<file path="config.mk">
export PLATFORM = sky130hd
export DESIGN_NAME = serial_ha_adder
export DESIGN_NICKNAME = d
export VERILOG_FILES = /design/src/rtl/serial_ha_pkg.sv /design/src/rtl/serial_ha_adder_ha_mux_cell.sv /design/src/rtl/serial_ha_adder.sv
export SDC_FILE = /design/constraint.sdc
export NUM_CORES = 1
export LEC_CHECK = 0
export ABC_AREA = 1
export CORE_MARGIN = 5
export CORE_UTILIZATION = 40
export DETAILED_ROUTE_END_ITERATION = 16
export GPL_TIMING_DRIVEN = 0
export PLACE_DENSITY = 0.65
export SLEW_MARGIN = 0
export SYNTH_ARGS = -nofsm -noshare
export SYNTH_HDL_FRONTEND = slang
export SYNTH_SLANG_ARGS = --single-unit
</file>
<file path="constraint.sdc">
create_clock -name clk -period 1.5 [get_ports clk]
set_input_delay 0.3 -clock clk [delete_from_list [all_inputs] [get_ports clk]]
set_output_delay 0.3 -clock clk [all_outputs]
set_load 0.02 [all_outputs]
</file>
<file path="src/rtl/serial_ha_pkg.sv">
// ----------------------------------------------------------------------------
// serial_ha_pkg
//   Shared definitions for the bit-serial half-adder based adder.
//   - state_t / ST_* : FSM state encoding used by serial_ha_adder
//   - WIDTH_DEFAULT  : default operand width
// ----------------------------------------------------------------------------
package serial_ha_pkg;

    localparam int WIDTH_DEFAULT = 8;

    typedef logic [1:0] state_t;

    localparam state_t ST_IDLE  = 2'd0;
    localparam state_t ST_SHIFT = 2'd1;
    localparam state_t ST_DONE  = 2'd2;

endpackage

</file>
<file path="src/rtl/serial_ha_adder_ha_mux_cell.sv">
// ----------------------------------------------------------------------------
// ha_mux_cell
//   Mux-based half adder: operand a selects between b and ~b for the sum,
//   and between 0 and b for the carry.
// Ports:
//   a, b : input bits
//   s    : a XOR b
//   c    : a AND b
// ----------------------------------------------------------------------------
module ha_mux_cell (
    input  logic a,
    input  logic b,
    output logic s,
    output logic c
);

    assign s = a ? ~b : b;
    assign c = a ? b : 1'b0;

endmodule

</file>
<file path="src/rtl/serial_ha_adder.sv">
// ----------------------------------------------------------------------------
// serial_ha_adder
//   Bit-serial WIDTH-bit adder. Operands are accepted over a valid/ready
//   handshake, added LSB-first one bit per clock using two cascaded
//   ha_mux_cell instances plus a carry flop, and the result is returned over
//   a second valid/ready handshake.
//
// Parameters:
//   WIDTH      operand/sum width in bits (>= 2)
// Ports:
//   clk        clock, rising edge
//   rst        asynchronous active-high reset
//   in_valid   operand pair valid
//   in_ready   high in IDLE only
//   a_in,b_in  operands
//   out_valid  high in DONE only
//   out_ready  consumer accepts result
//   sum_out    (a_in + b_in) mod 2^WIDTH, held until the next result
//   carry_out  carry out of the MSB
//   busy       high while shifting
//   ovf_out    (only when SERIAL_HA_OVF_EN is defined) signed overflow
//
// Configuration macro: SERIAL_HA_OVF_EN adds the ovf_out port and its flop.
// ----------------------------------------------------------------------------
module serial_ha_adder
    import serial_ha_pkg::*;
#(
    parameter int WIDTH = WIDTH_DEFAULT
) (
    input  logic             clk,
    input  logic             rst,
    input  logic             in_valid,
    output logic             in_ready,
    input  logic [WIDTH-1:0] a_in,
    input  logic [WIDTH-1:0] b_in,
    output logic             out_valid,
    input  logic             out_ready,
    output logic [WIDTH-1:0] sum_out,
    output logic             carry_out,
`ifdef SERIAL_HA_OVF_EN
    output logic             ovf_out,
`endif
    output logic             busy
);

    localparam int             CW       = $clog2(WIDTH);
    localparam logic [CW-1:0]  CNT_LAST = CW'(WIDTH - 1);

    state_t            state_reg;
    state_t            state_next;

    logic [WIDTH-1:0]  a_sh_reg;
    logic [WIDTH-1:0]  b_sh_reg;
    logic [WIDTH-1:0]  sum_sh_reg;
    logic [WIDTH-1:0]  sum_sh_next;
    logic              cy_reg;
    logic [CW-1:0]     cnt_reg;

    logic              accept;
    logic              last_bit;

    // Full-adder step built from two half-adder cells.
    logic              ha0_s;
    logic              ha0_c;
    logic              fa_sum;
    logic              ha1_c;
    logic              carry_next;

    ha_mux_cell u_ha0 (
        .a (a_sh_reg[0]),
        .b (b_sh_reg[0]),
        .s (ha0_s),
        .c (ha0_c)
    );

    ha_mux_cell u_ha1 (
        .a (ha0_s),
        .b (cy_reg),
        .s (fa_sum),
        .c (ha1_c)
    );

    // The two partial carries can never both be 1, so OR merges them.
    assign carry_next  = ha0_c | ha1_c;

    // New sum bit enters at the MSB so that after WIDTH steps bit 0 holds the
    // LSB of the result.
    assign sum_sh_next = {fa_sum, sum_sh_reg[WIDTH-1:1]};

    assign accept      = (state_reg == ST_IDLE) && in_valid;
    assign last_bit    = (cnt_reg == CNT_LAST);

    // ------------------------------------------------------------------
    // FSM: state register
    // ------------------------------------------------------------------
    always_ff @(posedge clk or posedge rst) begin
        if (rst) begin
            state_reg <= ST_IDLE;
        end else begin
            state_reg <= state_next;
        end
    end

    // ------------------------------------------------------------------
    // FSM: next-state logic
    // ------------------------------------------------------------------
    always_comb begin
        state_next = state_reg;
        case (state_reg)
            ST_IDLE: begin
                if (in_valid) begin
                    state_next = ST_SHIFT;
                end
            end
            ST_SHIFT: begin
                if (last_bit) begin
                    state_next = ST_DONE;
                end
            end
            ST_DONE: begin
                if (out_ready) begin
                    state_next = ST_IDLE;
                end
            end
            default: begin
                state_next = ST_IDLE;
            end
        endcase
    end

    // ------------------------------------------------------------------
    // FSM: outputs
    // ------------------------------------------------------------------
    always_comb begin
        in_ready  = 1'b0;
        out_valid = 1'b0;
        busy      = 1'b0;
        case (state_reg)
            ST_IDLE:  in_ready  = 1'b1;
            ST_SHIFT: busy      = 1'b1;
            ST_DONE:  out_valid = 1'b1;
            default: begin
                in_ready  = 1'b0;
                out_valid = 1'b0;
                busy      = 1'b0;
            end
        endcase
    end

    // ------------------------------------------------------------------
    // Datapath: operand/sum shift registers, carry flop, bit counter
    // ------------------------------------------------------------------
    always_ff @(posedge clk or posedge rst) begin
        if (rst) begin
            a_sh_reg   <= '0;
            b_sh_reg   <= '0;
            sum_sh_reg <= '0;
            cy_reg     <= 1'b0;
            cnt_reg    <= '0;
        end else begin
            if (accept) begin
                a_sh_reg   <= a_in;
                b_sh_reg   <= b_in;
                sum_sh_reg <= '0;
                cy_reg     <= 1'b0;
                cnt_reg    <= '0;
            end else if (state_reg == ST_SHIFT) begin
                a_sh_reg   <= a_sh_reg >> 1;
                b_sh_reg   <= b_sh_reg >> 1;
                sum_sh_reg <= sum_sh_next;
                cy_reg     <= carry_next;
                cnt_reg    <= cnt_reg + CW'(1);
            end
        end
    end

    // ------------------------------------------------------------------
    // Result registers: loaded only on the SHIFT->DONE edge, so they hold
    // through DONE backpressure and after returning to IDLE.
    // ------------------------------------------------------------------
    always_ff @(posedge clk or posedge rst) begin
        if (rst) begin
            sum_out   <= '0;
            carry_out <= 1'b0;
        end else if ((state_reg == ST_SHIFT) && last_bit) begin
            sum_out   <= sum_sh_next;
            carry_out <= carry_next;
        end
    end

`ifdef SERIAL_HA_OVF_EN
    // On the final step cy_reg is the carry into the MSB and carry_next the
    // carry out of it; their disagreement is signed overflow.
    always_ff @(posedge clk or posedge rst) begin
        if (rst) begin
            ovf_out <= 1'b0;
        end else if ((state_reg == ST_SHIFT) && last_bit) begin
            ovf_out <= cy_reg ^ carry_next;
        end
    end
`endif

endmodule

</file>
; ---- Yosys cells after proc, flatten, opt, wreduce, memory -nomap -nowiden
; Cells that the tools add are included.
[op_classes]
eq_ne = 6
addsub = 1
bitwise_logic = 3
muxes = 21
n_reduce_logical = 5
[op_table]
columns = op, n
row1 = 2-to-1 mux 8 bit, 6
row2 = 2-to-1 mux 1 bit, 9
row3 = 2-to-1 mux 2 bit, 3
row4 = 2-to-1 mux 3 bit, 2
row5 = "inequality test 2 bit, second input constant", 3
row6 = case mux 2 bit (3 select lines), 1
row7 = "adder 3 x 1 -> 3 bit, second input constant", 1
row8 = "== test 3 bit, second input constant", 1
row9 = AND reduction 3 bit, 1
row10 = "== test 2 x 1 -> 1 bit, second input constant", 1
row11 = "== test 2 bit, second input constant", 1
row12 = logical AND 1 bit, 2
row13 = logical NOT 2 bit, 1
row14 = inverter 1 bit, 2
row15 = nonzero test 2 bit, 1
row16 = bitwise OR 1 bit, 1
[word_totals]
in_bits = 20
out_inout_bits = 12
word_cells = 44
reg_bits = 39

; ---- Logic depth before layout (Yosys ltp)
; Gate-level depths: netlist (run 1).
[depth]
depth_word = 6
mapped_depth = 6
mapped_depth_nobuf = 6

; ---- Modules after synthesis
; From an unflattened synthesis (run 1), not the netlist that was laid out.
[unflattened]
cells_unflattened = 185
area_unflattened_um2 = 1764.2
[modules_own_cells]
columns = mod, area_each_um2, cells_each, seq_area_each_um2, instances
row1 = serial_ha_adder, 1739.2, 183, 950.9, 1
row2 = ha_mux_cell, 12.5, 1, 0.0, 2

; ---- Worst setup path after synthesis (run 1)
; Ideal clock, no wire load.
[synth_path]
path_type = reg-to-output
from = register state_reg[0]
to = output in_ready
path_stages_with_launch = 4
arrival_ns = 0.851
required_time_ns = 1.200
path_buffers = 2
path_slack_ns = 0.349
path_cell_list = dfrtp_1 > buf_6 > nor2_4 > buf_4
[synth_via]
elab_chain_len = 2
[synth_rtl]
columns = item, line_no
row1 = start: declaration, serial_ha_adder.sv:49  ; state_t state_reg;
row2 = start signal: assignment, serial_ha_adder.sv:100  ; state_reg <= state_next;
row3 = logical NOT 2 bit, serial_ha_adder.sv:138  ; case (state_reg)
row4 = 2-to-1 mux 1 bit, serial_ha_adder.sv:138
row5 = end: declaration, serial_ha_adder.sv:33  ; output logic in_ready,
; No other way between the ends.

; ---- Worst setup path after layout (run 1)
; Same ends and word-level chain as after synthesis.

==> results of run 1 <==
-- placed cells by master, fill, tap and decap left out --
cell type / count
nand3_1: 25
o21ai_4: 1
dfrtp_1: 37
nor2_4: 3
fa_1: 1
ha_1: 2
clkdlybuf4s50_1: 18
clkbuf_8: 6
dfrtp_2: 1
dlygate4sd2_1: 9
o31ai_1: 1
nand2_2: 2
buf_4: 9
nand3_2: 5
buf_2: 3
buf_6: 8
nand2_1: 91
inv_1: 1
inv_2: 3
nor2_1: 1
o21ai_0: 2
-- worst max path at each step --
stage / startpoint / end
final: state_reg[0] / in_ready
after global routing: state_reg[0] / in_ready
after CTS: state_reg[0] / out_valid
after detailed placement: state_reg[0] / in_ready
after global placement: rst / a_sh_reg[5]
after floorplan: rst / a_sh_reg[0]
-- timing repair --
item,CTS,global route
pin swaps,2,1
endpoints found under the setup margin,12,3
gates resized for setup,26,2
setup buffers,3,6
-- report_power, final --
group | internal (mW) | switching, mW | leakage [nW] | total, mW
registers | 1.43 | 0.237 | 0.494 | 1.67
clock network | 0.354 | 0.332 | 0.0431 | 0.686
logic | 0.808 | 0.932 | 0.622 | 1.74
total | 2.59 | 1.50 | 1.16 | 4.09
-- final cells by class --
cell class / instances / area share
Buffer: 8 / 0.0354
Clock buffer: 6 / 0.0377
Inverter: 4 / 0.00686
Multi-Input combinational cell: 134 / 0.295
Sequential cell: 38 / 0.435
Tap cell: 50 / 0.0286
Timing Repair Buffer: 39 / 0.162
-- worst register-to-register path, cell delays in order, from the launching register on --
cell	delay (ns)
dfrtp_1	0.38
buf_6	0.13
buf_4	0.14
o21ai_4	0.28
buf_6	0.19
nand2_1	0.08
nand3_2	0.06
-- cells in the mapped netlist --
cell     number
nand2_1      91
dfrtp_1      38
nand3_1      25
nand3_2       5
buf_6         4
nor2_4        3
buf_2         2
buf_4         2
ha_1          2
inv_1         2
inv_2         2
nand2_2       2
o21ai_0       2
fa_1          1
nor2_1        1
o21ai_4       1
o31ai_1       1
-- per-layer routing --
metal / global-route usage / share of wire / wire length (um)
met1: 0.185 / 0.46 / 1540
met2: 0.219 / 0.45 / 1510
met3: 0.0467 / 0.077 / 257
met4: 0.0534 / 0.017 / 56
met5: 0 / 0 / 0
-- kinds of logic after synthesis --
kind of cell / share of synthesized area
AND/OR/NAND/NOR: 0.337
adder cells (fa/ha/maj): 0.0268
flip-flops: 0.565
AO/OA/AOI/OAI: 0.0201
buffers and inverters: 0.0506
-- metrics by stage --
step	total power [mW]	area, um2	TNS (ns)	setup WS [ns]
after floorplan	2.77	1680	0	0.339
after CTS	4.04	2150	0	0.00210
after global placement	3.29	2040	-19.94	-0.507
after global routing	4.44	2190	-0.0298	-0.0286
after detailed placement	3.32	2040	-0.778	-0.357
final	4.09	2190	0	0.0420
==> impl_results.md, run 1 <==
- Max clock buf depth: 2
- Syn_area_per_cell: 9.14 um2
- Top delay family on crit path: flip-flops
- WP data arrival: 1.16 ns
- Gr ovfl total: 0
- Critical Path Most Common Cell: buf_6
- Port bufs: 30
- 1st-iter DRT viols: 70
- Worst path slowest cell: dfrtp_1
- Antenna cells: 0
- Drt first pass iters: 4
- P&R area growth vs syn: 30.2%
- Min cycle time layout: 1.46 ns
- Worst Path Buf+Inv: 3
- Max incr delay on CP: 0.38 ns
- Crit path kind: reg2out
- Hold Vio Cnt, Final: 0
- Seq/Total Area, Yosys: 0.565
- Starting density of the core: 0.417
- Clock-pin transition on the worst setup and hold timing paths: 0.07 ns
- WHS: 0.390 ns
- Worst setup EP type: output port
- Share of layout cells above drive strength 1: 0.179
- Final wirelength: 3360 um
- Peak VDD IR: 822 uV
- Vias in the first global route: 1278
- Inst Count DP: 264
- Gate count after technology mapping: 184
- Number of antenna violations at the first check in global routing: 0
- Period utilisation layout: 0.972
- Register area: 952 um2
- # setup viols final: 0
- Fill cells: 379
- Top cells by area, synth: dfrtp_1, nand2_1, nand3_1
- Cells along the critical path: buf_6 > nor2_4 > buf_6 > buf_6
- Row Count: 23
- Req. time, crit path: 1.20 ns
- Synth Register Bits: 38
- Hold crit path type: in2reg
- Worst reg2reg path endpoint: b_sh_reg[2]
- Vias post-DR: 1319
- Fin cells: 279
- Max Cap Viol: 0
- DRC: 0
- Clk_lat worst skew: 0.29 ns
- IO Count: 32
- Hold buffer count at CTS: 0
- Hold Path Origin: in_valid
- CP Depth: 4
- Max-slew violations: 0
- Yosys top cell by area: dfrtp_1
- CTS tree: yes
- Post-layout util: 0.543
- YS warnings: 0
- DR WL/cell: 12.0 um
- Leakage: 1.16 nW
- FF-to-FF path depth: 6
- DRT antenna net count: 0
- Tot GR Track Use: 0.141
- Unique cell type count in the Yosys netlist: 17
- Die W: 74.8 um
- RSZ-0062 raised after global routing: yes
- Hold Path Stages: 3
- FF-to-FF Start: state_reg[0]
- Hpwl dp: 2250 um
- R2R Setup Slk: 0.18 ns
- NumNets Final: 253
- Maximum clock rate: 0.686 GHz
- Core ar.: 4030 um2
- H-tree Lvls: 2
- Crit-path max FO: 6
- Setup Skew: 0.00279 ns
- Area of the multi-input gates: 646 um2
- Die Y-Extent: 74.8 um
- TritonCTS buffer count: 5
- DIE AREA: 5600 um2
- Hold Path Sink: b_sh_reg[0]
- Power per Cell Area: 1870 nW/um2
- Synth top area share: 0.565
- First-pass GRT wire length: 5850 um
- Vias per cell: 4.73
- CTS Root Buffer Type: clkbuf_8
- Area of the mapped netlist: 1680 um2
- Pin slew with the least headroom to its limit: 0.779 ns
- Outcome: finished, final reports clean
- Syn Nets: 207
- CTS Sinks: 38
- Pin count of the biggest net entering global routing: 39
- Slew Limit Headroom: 0.480
- CP Launch Type: flop
- RD Place Congestion: 0.742
Note: power is estimated with default switching activity, not from simulation.
==> run 2, diff against run 1 <==
--- a/config.mk
+++ b/config.mk
@@ -8,10 +8,11 @@
 export ABC_AREA = 1
 export CORE_MARGIN = 5
 export CORE_UTILIZATION = 40
+export CTS_BUF_LIST = sky130_fd_sc_hd__clkbuf_16
 export DETAILED_ROUTE_END_ITERATION = 16
 export GPL_TIMING_DRIVEN = 0
 export PLACE_DENSITY = 0.65
-export SLEW_MARGIN = 0
+export SLEW_MARGIN = 20
 export SYNTH_ARGS = -nofsm -noshare
 export SYNTH_HDL_FRONTEND = slang
 export SYNTH_SLANG_ARGS = --single-unit
==> run 2 against run 1 <==
Against the previous run:
- critical path depth did not move
- sequential power barely moved
- power rose by 6.7%
- largest power group unchanged
- design area rose by 2.9%
- highest routed layer unchanged
- routed wire length fell by 0.24%
- combinational power barely moved
- global-route usage fell by 0.15 points
==> impl_results.md, run 2 (synthesis results as in run 1) <==
- Hpwl dp: 2290 um (was 2250 um)
- Starting density of the core: 0.417 (unchanged)
- RSZ-0062 raised after global routing: no (was yes)
- Share of layout cells above drive strength 1: 0.177 (was 0.179)
- Tot GR Track Use: 0.140 (was 0.141)
- Commonest non-fill, non-tap cell in the layout: nand2_1 (unchanged)
- CTS Root Buffer Type: clkbuf_16 (was clkbuf_8)
- Min cycle time layout: 1.45 ns (was 1.46 ns)
- Number of antenna violations at the first check in global routing: 0 (unchanged)
- Hold Vio Cnt, Final: 0 (unchanged)
- H-tree Lvls: 2 (unchanged)
- Drt first pass iters: 4 (unchanged)
- Most frequent cells in the layout: nand2_1, dfrtp_1, nand3_1 (unchanged)
- Vias per cell: 4.72 (was 4.73)
- First-pass GRT wire length: 5780 um (was 5850 um)
- DRC: 0 (unchanged)
- Outcome: finished, final reports clean (unchanged)
- Fill cells: 398 (was 379)
- Crit-path max FO: 6 (unchanged)
- Die W: 74.8 um (unchanged)
- Max Cap Viol: 0 (unchanged)
- Slew Limit Headroom: 0.805 (was 0.480)
- Gr ovfl total: 0 (unchanged)
- CTS tree: yes (unchanged)
- Fin cells: 281 (was 279)
- DR WL/cell: 11.9 um (was 12.0 um)
- Maximum clock rate: 0.692 GHz (was 0.686 GHz)
- CTS Sinks: 38 (unchanged)
- Peak VDD IR: 734 uV (was 822 uV)
- Port bufs: 30 (unchanged)
- Vias post-DR: 1327 (was 1319)
- IO Count: 32 (unchanged)
- DIE AREA: 5600 um2 (unchanged)
- Vias in the first global route: 1266 (was 1278)
- Worst setup EP type: output port (unchanged)
- TritonCTS buffer count: 5 (unchanged)
- 1st-iter DRT viols: 97 (was 70)
- Post-DP Area: 2060 um2 (was 2040 um2)
- Hold crit path type: in2async (was in2reg)
- Crit path kind: reg2out (unchanged)
- Inst Count DP: 265 (was 264)
- RD Place Congestion: 0.742 (unchanged)
- DRT antenna net count: 0 (unchanged)
- Pin slew with the least headroom to its limit: 0.291 ns (was 0.779 ns)
- Die Y-Extent: 74.8 um (unchanged)
- # setup viols final: 0 (unchanged)
- Max-slew violations: 0 (unchanged)
- Final instance area: 2250 um2 (was 2190 um2)
- CP Launch Type: flop (unchanged)
- Max clock buf depth: 2 (unchanged)
- Clock-pin transition on the worst setup and hold timing paths: 0.05 ns (was 0.07 ns)
- Period utilisation layout: 0.963 (was 0.972)
- Clk_lat worst skew: 0.28 ns (was 0.29 ns)
- Final wirelength: 3350 um (was 3360 um)
- Hold buffer count at CTS: 0 (unchanged)
- Setup Skew: 0.00271 ns (was 0.00279 ns)
- Power per Cell Area: 1940 nW/um2 (was 1870 nW/um2)
- Row Count: 23 (unchanged)
- Core ar.: 4030 um2 (unchanged)
- Leakage: 1.19 nW (was 1.16 nW)
- Pin count of the biggest net entering global routing: 29 (was 39)
- P&R area growth vs syn: 34.0% (was 30.2%)
- Antenna cells: 0 (unchanged)
- NumNets Final: 253 (unchanged)
- WP data arrival: 1.15 ns (was 1.16 ns)
- Req. time, crit path: 1.20 ns (about the same)
## run 2: path summary, 6_finish.rpt
check / from / end / slack [ns] / cells after the start
max in group asynchronous: rst / state_reg[1] / 0.79 / 3
hold reg to reg: sum_sh_reg[1] / sum_sh_reg[1] / 0.47 / 2
setup / recovery: state_reg[0] / in_ready / 0.05 / 4
min in group clk: in_valid / a_sh_reg[3] / 0.40 / 3
hold / removal: rst / b_sh_reg[1] / 0.27 / 2
setup reg to reg: cnt_reg[0] / carry_out / 0.26 / 6
## run 2: critical path, stage by stage, from the launching register on
cell,delay (ns)
dfrtp_1,0.37
buf_6,0.14
nor2_4,0.10
buf_6,0.13
buf_4,0.14
## run 2: timing repair
action	4_1_cts	5_1_grt
buffers inserted	2	6
pin swaps	2	0
cloned	0	0
setup endpoints to repair	12	3
resized for setup	26	1
## run 2: stage by stage
stage	power (mW)	setup TNS [ns]	setup WS (ns)	util	hold slack, ns
floorplan	2.77	0	0.339	-	0.396
global route	4.72	0	0.00236	0.559	0.295
detailed placement	3.32	-0.762	-0.347	0.512	0.460
global placement	3.29	-19.94	-0.507	0.507	0.455
CTS	4.32	0	0.0102	0.550	0.279
finish	4.37	0	0.0549	0.559	0.275
## run 2: report_power, final
group	switching [mW]	internal [mW]	total (mW)
sequential	0.236	1.43	1.67
clock	0.381	0.600	0.981
combinational	0.925	0.792	1.72
total	1.54	2.83	4.37
## run 2: layout make-up
class,count,area [um2],area share
clock inverter,3,12.5,0.00555
timing repair buffer,39,363,0.161
sequential,38,952,0.423
tap,50,62.6,0.0278
clock buffer,5,125,0.0555
multi-input combinational,134,646,0.287
inverter,4,15.0,0.00666
buffer,8,77.6,0.0344
## run 2: metal layers
metal | track usage | part of all wire | wire [um] | vias up
met4 | 0.0593 | 0.018 | 61 | 0
met3 | 0.0494 | 0.090 | 303 | 6
met5 | 0 | 0 | 0 | -
li1 | - | - | - | 675
met2 | 0.207 | 0.45 | 1500 | 40
met1 | 0.186 | 0.44 | 1480 | 606
